### src/rtl/cms_trace_packer.sv
// Trace front-end: captures retired pc/instr with per-event delta counts, filters by pc range,
// buffers items in a FIFO and streams them as AXI-Stream beats with programmable packet length.
module cms_trace_packer #(
  parameter int XLEN                                = 64,
  parameter int NUM_EVENTS                          = 8,
  parameter int COUNTER_WIDTH                       = 16,
  parameter int AXI_DATA_WIDTH                      = 512,
  parameter int FIFO_DEPTH                          = 16,
  parameter int CTRL_ADDR_WIDTH                     = 8,
  parameter int CTRL_DATA_WIDTH                     = 64,
  parameter int CTRL_WRITE_ENABLE_POSEDGE_TRIGGERED = 1
) (
  input  logic                       clk,
  input  logic                       rst_n,
  input  logic [31:0]                instr,
  input  logic [XLEN-1:0]            pc,
  input  logic                       pc_valid,
  input  logic [NUM_EVENTS-1:0]      performance_events,
  input  logic                       en,
  input  logic [CTRL_ADDR_WIDTH-1:0] ctrl_addr,
  input  logic [CTRL_DATA_WIDTH-1:0] ctrl_wdata,
  input  logic                       ctrl_write_enable,
  input  logic [31:0]                tlast_interval,
  output logic                       M_AXIS_tvalid,
  input  logic                       M_AXIS_tready,
  output logic [AXI_DATA_WIDTH-1:0]  M_AXIS_tdata,
  output logic                       M_AXIS_tlast,
  output logic [31:0]                drop_count
);
  localparam int ITEM_W = XLEN + 32 + NUM_EVENTS * COUNTER_WIDTH;
  localparam int PTR_W  = $clog2(FIFO_DEPTH);
  localparam int CNT_W  = PTR_W + 1;

  logic                     we_q, en_q, wr_act, flush;
  logic                     trace_en, filter_en;
  logic [XLEN-1:0]          range_lo, range_hi;
  logic                     capture, full, pop, push_ok, drop, drain;
  logic [COUNTER_WIDTH-1:0] ctr     [NUM_EVENTS];
  logic [COUNTER_WIDTH-1:0] ctr_inc [NUM_EVENTS];
  logic [ITEM_W-1:0]        item;
  logic [ITEM_W-1:0]        mem     [FIFO_DEPTH];
  logic [PTR_W-1:0]         wr_ptr, rd_ptr;
  logic [CNT_W-1:0]         count, count_next;
  logic [31:0]              beat_cnt, last_idx;

  always_comb begin
    if (CTRL_WRITE_ENABLE_POSEDGE_TRIGGERED != 0) wr_act = ctrl_write_enable & ~we_q;
    else                                          wr_act = ctrl_write_enable;
  end
  assign flush = wr_act && (ctrl_addr == CTRL_ADDR_WIDTH'(3));

  // NOTE: sequential state uses non-blocking assignments so every flop samples pre-edge values.
  always_ff @(posedge clk or negedge rst_n) begin
    if (!rst_n) begin
      we_q      <= 1'b0;
      en_q      <= 1'b0;
      trace_en  <= 1'b0;
      filter_en <= 1'b0;
      range_lo  <= '0;
      range_hi  <= '1;
    end else begin
      we_q <= ctrl_write_enable;
      en_q <= en;
      if (wr_act) begin
        case (ctrl_addr)
          CTRL_ADDR_WIDTH'(0): begin
            trace_en  <= ctrl_wdata[0];
            filter_en <= ctrl_wdata[1];
          end
          CTRL_ADDR_WIDTH'(1): range_lo <= ctrl_wdata[XLEN-1:0];
          CTRL_ADDR_WIDTH'(2): range_hi <= ctrl_wdata[XLEN-1:0];
          default: ;
        endcase
      end
    end
  end

  assign capture = en & trace_en & pc_valid & (~filter_en | ((pc >= range_lo) & (pc <= range_hi)));
  assign full    = (count == CNT_W'(FIFO_DEPTH));
  assign pop     = M_AXIS_tvalid & M_AXIS_tready;
  assign push_ok = capture & (~full | pop);
  assign drop    = capture & full & ~pop;

  // NOTE: every variable driven here gets a default first, so no latch can be inferred.
  always_comb begin
    item                = '0;
    item[XLEN-1:0]      = pc;
    item[XLEN +: 32]    = instr;
    for (int i = 0; i < NUM_EVENTS; i++) begin
      ctr_inc[i] = (performance_events[i] && ctr[i] != '1) ? ctr[i] + 1'b1 : ctr[i];
      item[XLEN + 32 + i*COUNTER_WIDTH +: COUNTER_WIDTH] = ctr_inc[i];
    end
  end

  always_ff @(posedge clk or negedge rst_n) begin
    if (!rst_n) begin
      for (int i = 0; i < NUM_EVENTS; i++) ctr[i] <= '0;
    end else begin
      for (int i = 0; i < NUM_EVENTS; i++) ctr[i] <= push_ok ? '0 : ctr_inc[i];
    end
  end

  // NOTE: FIFO storage is not reset; pointers and count define validity and tdata is gated by tvalid.
  always_ff @(posedge clk) begin
    if (push_ok && !flush) mem[wr_ptr] <= item;
  end

  always_comb begin
    if (flush) count_next = '0;
    else       count_next = count + CNT_W'(push_ok) - CNT_W'(pop);
  end

  always_ff @(posedge clk or negedge rst_n) begin
    if (!rst_n) begin
      wr_ptr <= '0;
      rd_ptr <= '0;
      count  <= '0;
    end else begin
      count <= count_next;
      if (flush) begin
        wr_ptr <= '0;
        rd_ptr <= '0;
      end else begin
        wr_ptr <= wr_ptr + PTR_W'(push_ok);
        rd_ptr <= rd_ptr + PTR_W'(pop);
      end
    end
  end

  assign M_AXIS_tvalid = (count != '0);
  assign M_AXIS_tdata  = M_AXIS_tvalid ? AXI_DATA_WIDTH'(mem[rd_ptr]) : '0;
  assign last_idx      = (tlast_interval <= 32'd1) ? 32'd0 : tlast_interval - 32'd1;
  // >= rather than == so a shrunken interval closes the packet on the very next beat.
  assign M_AXIS_tlast  = M_AXIS_tvalid & ((drain & (count == CNT_W'(1))) | (beat_cnt >= last_idx));

  always_ff @(posedge clk or negedge rst_n) begin
    if (!rst_n) begin
      beat_cnt   <= '0;
      drain      <= 1'b0;
      drop_count <= '0;
    end else begin
      if (flush)    beat_cnt <= '0;
      else if (pop) beat_cnt <= M_AXIS_tlast ? 32'd0 : beat_cnt + 32'd1;

      if (flush)                                      drain <= 1'b0;
      else if (en_q && !en)                           drain <= (count_next != '0);
      else if (pop && drain && count == CNT_W'(1))    drain <= 1'b0;

      if (flush)                       drop_count <= '0;
      else if (drop && drop_count != '1) drop_count <= drop_count + 32'd1;
    end
  end
endmodule

### config.mk
export PLATFORM = sky130hd
export DESIGN_NAME = cms_trace_packer
export DESIGN_NICKNAME = d
export VERILOG_FILES = /design/src/rtl/cms_trace_packer.sv
export SDC_FILE = /design/constraint.sdc
export NUM_CORES = 2
export LEC_CHECK = 0
export ABC_AREA = 1
export BUFFER_PORTS_ARGS = -buffer_cell sky130_fd_sc_hd__buf_2
export CELL_PAD_IN_SITES_DETAIL_PLACEMENT = 1
export CELL_PAD_IN_SITES_GLOBAL_PLACEMENT = 1
export CORE_MARGIN = 2
export CORE_UTILIZATION = 55
export DETAILED_ROUTE_END_ITERATION = 6
export HOLD_SLACK_MARGIN = 0.08
export PLACE_DENSITY = 0.81
export SLEW_MARGIN = 20
export SYNTH_ARGS = -nofsm -noshare
export SYNTH_HDL_FRONTEND = slang
export SYNTH_SLANG_ARGS = --single-unit
### constraint.sdc
create_clock -name clk -period 44.4 [get_ports clk]
set_input_delay 8.88 -clock clk [delete_from_list [all_inputs] [get_ports clk]]
set_output_delay 8.88 -clock clk [all_outputs]
set_load 0.02 [all_outputs]
==> impl_metrics.json <==
{
  "ant_nets": 0,
  "antenna_found_initial": 38,
  "clock_skew_ns": 0.0676,
  "grt_overflow_total": 0,
  "finalWorstPathRequiredPeriod_ns": 21.96,
  "rsz0062_at_grt": "no",
  "synth-async-reset-ratio_pct": 8.62,
  "clkSlewWorstSetupHoldPaths_ns": 0.06,
  "nets": 13400,
  "dr.pass1.iters": 6,
  "cp_data_required_time_ns": 35.52,
  "max_cap_violations": 0,
  "htreeDepth": 5,
  "post-route-drc-count": 0,
  "gp_congestion": 0.831,
  "syn_inst": 12800,
  "wl_per_cell_um": 29.9,
  "tns_ns": 0,
  "fillers": 28500,
  "final_area_sq_mm": 0.181,
  "dieArea_sq_mm": 0.299,
  "placed_cell_area_sq_mm": 0.166,
  "crit_start": "tlast_interval[0]",
  "layout_common_cells": "edfxtp_1, nor2_1, o21ai_0",
  "num_vias": 112000,
  "postCtsSetupBuffers": 0,
  "post-dp-hpwl_um": 264000,
  "portBuffers": 471,
  "drive_gt1_share_pct": 11.0,
  "critical_path_class": "in2out",
  "r2r_cells": 16,
  "yosys_warnings": 0,
  "multi_input_area_sq_mm": 0.0398,
  "rr_startpoint": "range_hi[55]",
  "holdCritPathClass": "reg2reg",
  "cts_resized": 0,
  "synthesis.area_sq_mm": 0.162,
  "synthTopCellsByArea": "edfxtp_1, o21ai_0, nor2_1",
  "grt_pass1_vias": 119000,
  "start_util_pct": 55.2,
  "yosysUniqueCellTypes": 49,
  "synth_top_area_cell": "edfxtp_1",
  "vias_per_cell": 6.51,
  "cts_tree": "done",
  "worst-slew-pin-transition_ns": 1.27,
  "area.sequential_sq_mm": 0.116,
  "power-per-cell-area_mw_per_mm2": 65.3,
  "die_y_um": 546,
  "yosysSeqAreaShare_pct": 71.8,
  "clockBufferDepth": 4,
  "io_pins": 760,
  "p_leak_nw": 61.9,
  "synthToLayoutAreaGrowth_pct": 11.5,
  "synthFlopType": "edfxtp_1",
  "cts_root_buf": "clkbuf_16",
  "clock_latency_ns": 0.98,
  "die_x_um": 546,
  "clock_sinks": 3922,
  "slew_viol_final": 0,
  "startpoint_type": "primary input",
  "crit_path_end_kind": "output port",
  "r2r-end": "mem[8][186]",
  "grt_max_degree": 245,
  "hold_viol_final": 0,
  "crit_path_end": "M_AXIS_tlast",
  "cp_max_fo": 22,
  "drtIter0Drc": 13600,
  "status": "complete, no violations",
  "ir_drop_mv": 0.0531,
  "cts_buffers": 399,
  "timing.final.crit_share_pct": 49.5,
  "grt_first_pass_wirelength_um": 758000,
  "final_common_cell": "edfxtp_1",
  "slew_headroom_pct": 15.6,
  "wirelength_um": 514000,
  "core_area_sq_mm": 0.293,
  "synth_edf_count": 3584,
  "setup_viol": 0,
  "row_count": 199,
  "synth_top_cell_area_share_pct": 66.5,
  "grt_usage_pct": 33.6,
  "arrival_ns": 13.08,
  "syn_avg_cell_area_sq_um": 12.7,
  "ff2ff_setup_slack_ns": 37.16,
  "cts_hold_buf": 0,
  "fmax_mhz": 45.5,
  "synth_seq_cells": 3922
}
-- power by group --
group,internal [mW],leakage (nW),switching (mW)
Combinational,0.975,18.7,3.01
Clock,2.00,6.55,1.49
Sequential,4.23,36.6,0.0894
Total,7.20,61.9,4.58
-- flip-flops by register name, summed over array words and instances (netlist names), 4 cells and up --
| signal | cells |
|---|---|
| rd_ptr | 4 |
| wr_ptr | 4 |
| drop_count | 32 |
| range_lo | 64 |
| beat_cnt | 32 |
| count | 5 |
| range_hi | 64 |
| mem | 3584 |
| ctr | 128 |
-- cell usage after synthesis, types with 3 or more instances --
master	number
nor3_1	78
o21ai_1	14
buf_4	302
o21a_1	6
nand2_1	730
o221ai_1	629
nand2_2	11
xnor2_1	66
o21ai_0	1964
dfstp_2	64
inv_2	11
nor4_1	27
dfrtp_1	274
a21o_1	4
nor2_2	5
inv_1	567
xor2_1	115
ha_1	182
nand3_2	3
nand4_1	42
o211ai_1	274
nor3b_1	5
nor3_2	4
buf_1	46
nor4_2	4
nand3b_1	10
nand3_1	320
o22ai_1	277
buf_2	78
or2_2	8
clkbuf_1	696
nor2_1	2015
a21oi_1	316
edfxtp_1	3584
nor2_4	6
-- cells by family (layout without fill, tap and decap cells) --
group                    Yosys count  count (layout)  synth area share (%)
AND/OR/NAND/NOR                 3277            3277                  8.21
adder cells (fa/ha/maj)          183             183                  1.42
XOR/XNOR                         181             181                 0.979
AO/OA/AOI/OAI                   3489            3489                  12.9
flip-flops                      3922            3922                  71.8
buffers and inverters           1702            1955                  4.71
other                              1             303               0.00232
-- metal layers --
metal	share of wire [%]	global-route usage (%)	wire [um]
met4	4.4	14.7	22900
met2	50	56.9	256000
met3	9.3	5.19	47600
met5	0.021	0	109
met1	37	43.0	188000
-- critical path, cell delays in order --
cell and delay [ns]:
buf_2 0.13, inv_1 0.07, ha_1 0.17, inv_1 0.08, nor2_2 0.19, inv_1 0.07
nor2_2 0.23, inv_1 0.12, nor2_1 0.24, nor2_1 0.09, nor2_2 0.37, inv_1 0.19
nand2_1 0.11, a21o_1 0.11, ha_1 0.15, nand4_1 0.09, inv_1 0.10, nand2_1 0.07
nor4_1 0.43, nand4_1 0.14, nand4_1 0.13, nand2_1 0.05, buf_4 0.22, inv_1 0.35
buf_2 0.27
-- stage by stage --
step                setup WS, ns  util (%)  hold WS (ns)  power, mW  cells
floorplan                  17.90         -         0.445       6.74  13000
global placement           22.58      56.7         0.469       7.94  16500
detailed placement         22.36      56.8         0.473       8.19  16500
CTS                        22.36      61.3         0.488       11.7  17200
global route               21.84      61.5         0.510       12.2  17200
finish                     22.44      61.6         0.483       11.8  17200
-- cell type report --
class                      count  share of cell area (%)
clock buffer                 509                    5.96
inverter                     580                    1.22
clock inverter               232                    1.50
timing repair buffer         634                    2.18
antenna                       15                  0.0208
sequential                  3922                    64.3
multi-input combinational   7418                    22.1
tap                         3919                    2.72
-- how the worst min path moves through the flow --
| stage | slack [ns] | cells after the start | start | endpoint |
|---|---|---|---|---|
| 4_1_cts | 0.49 | 2 | range_lo[22] | range_lo[22] |
| 3_5_place_dp | 0.47 | 2 | range_lo[22] | range_lo[22] |
| 3_3_place_gp | 0.47 | 2 | filter_en | filter_en |
| 6_report | 0.48 | 2 | range_lo[22] | range_lo[22] |
| 5_1_grt | 0.51 | 2 | range_lo[7] | range_lo[7] |
| 2_1_floorplan | 0.45 | 2 | trace_en | trace_en |
Power figures use the tool's default switching activity.
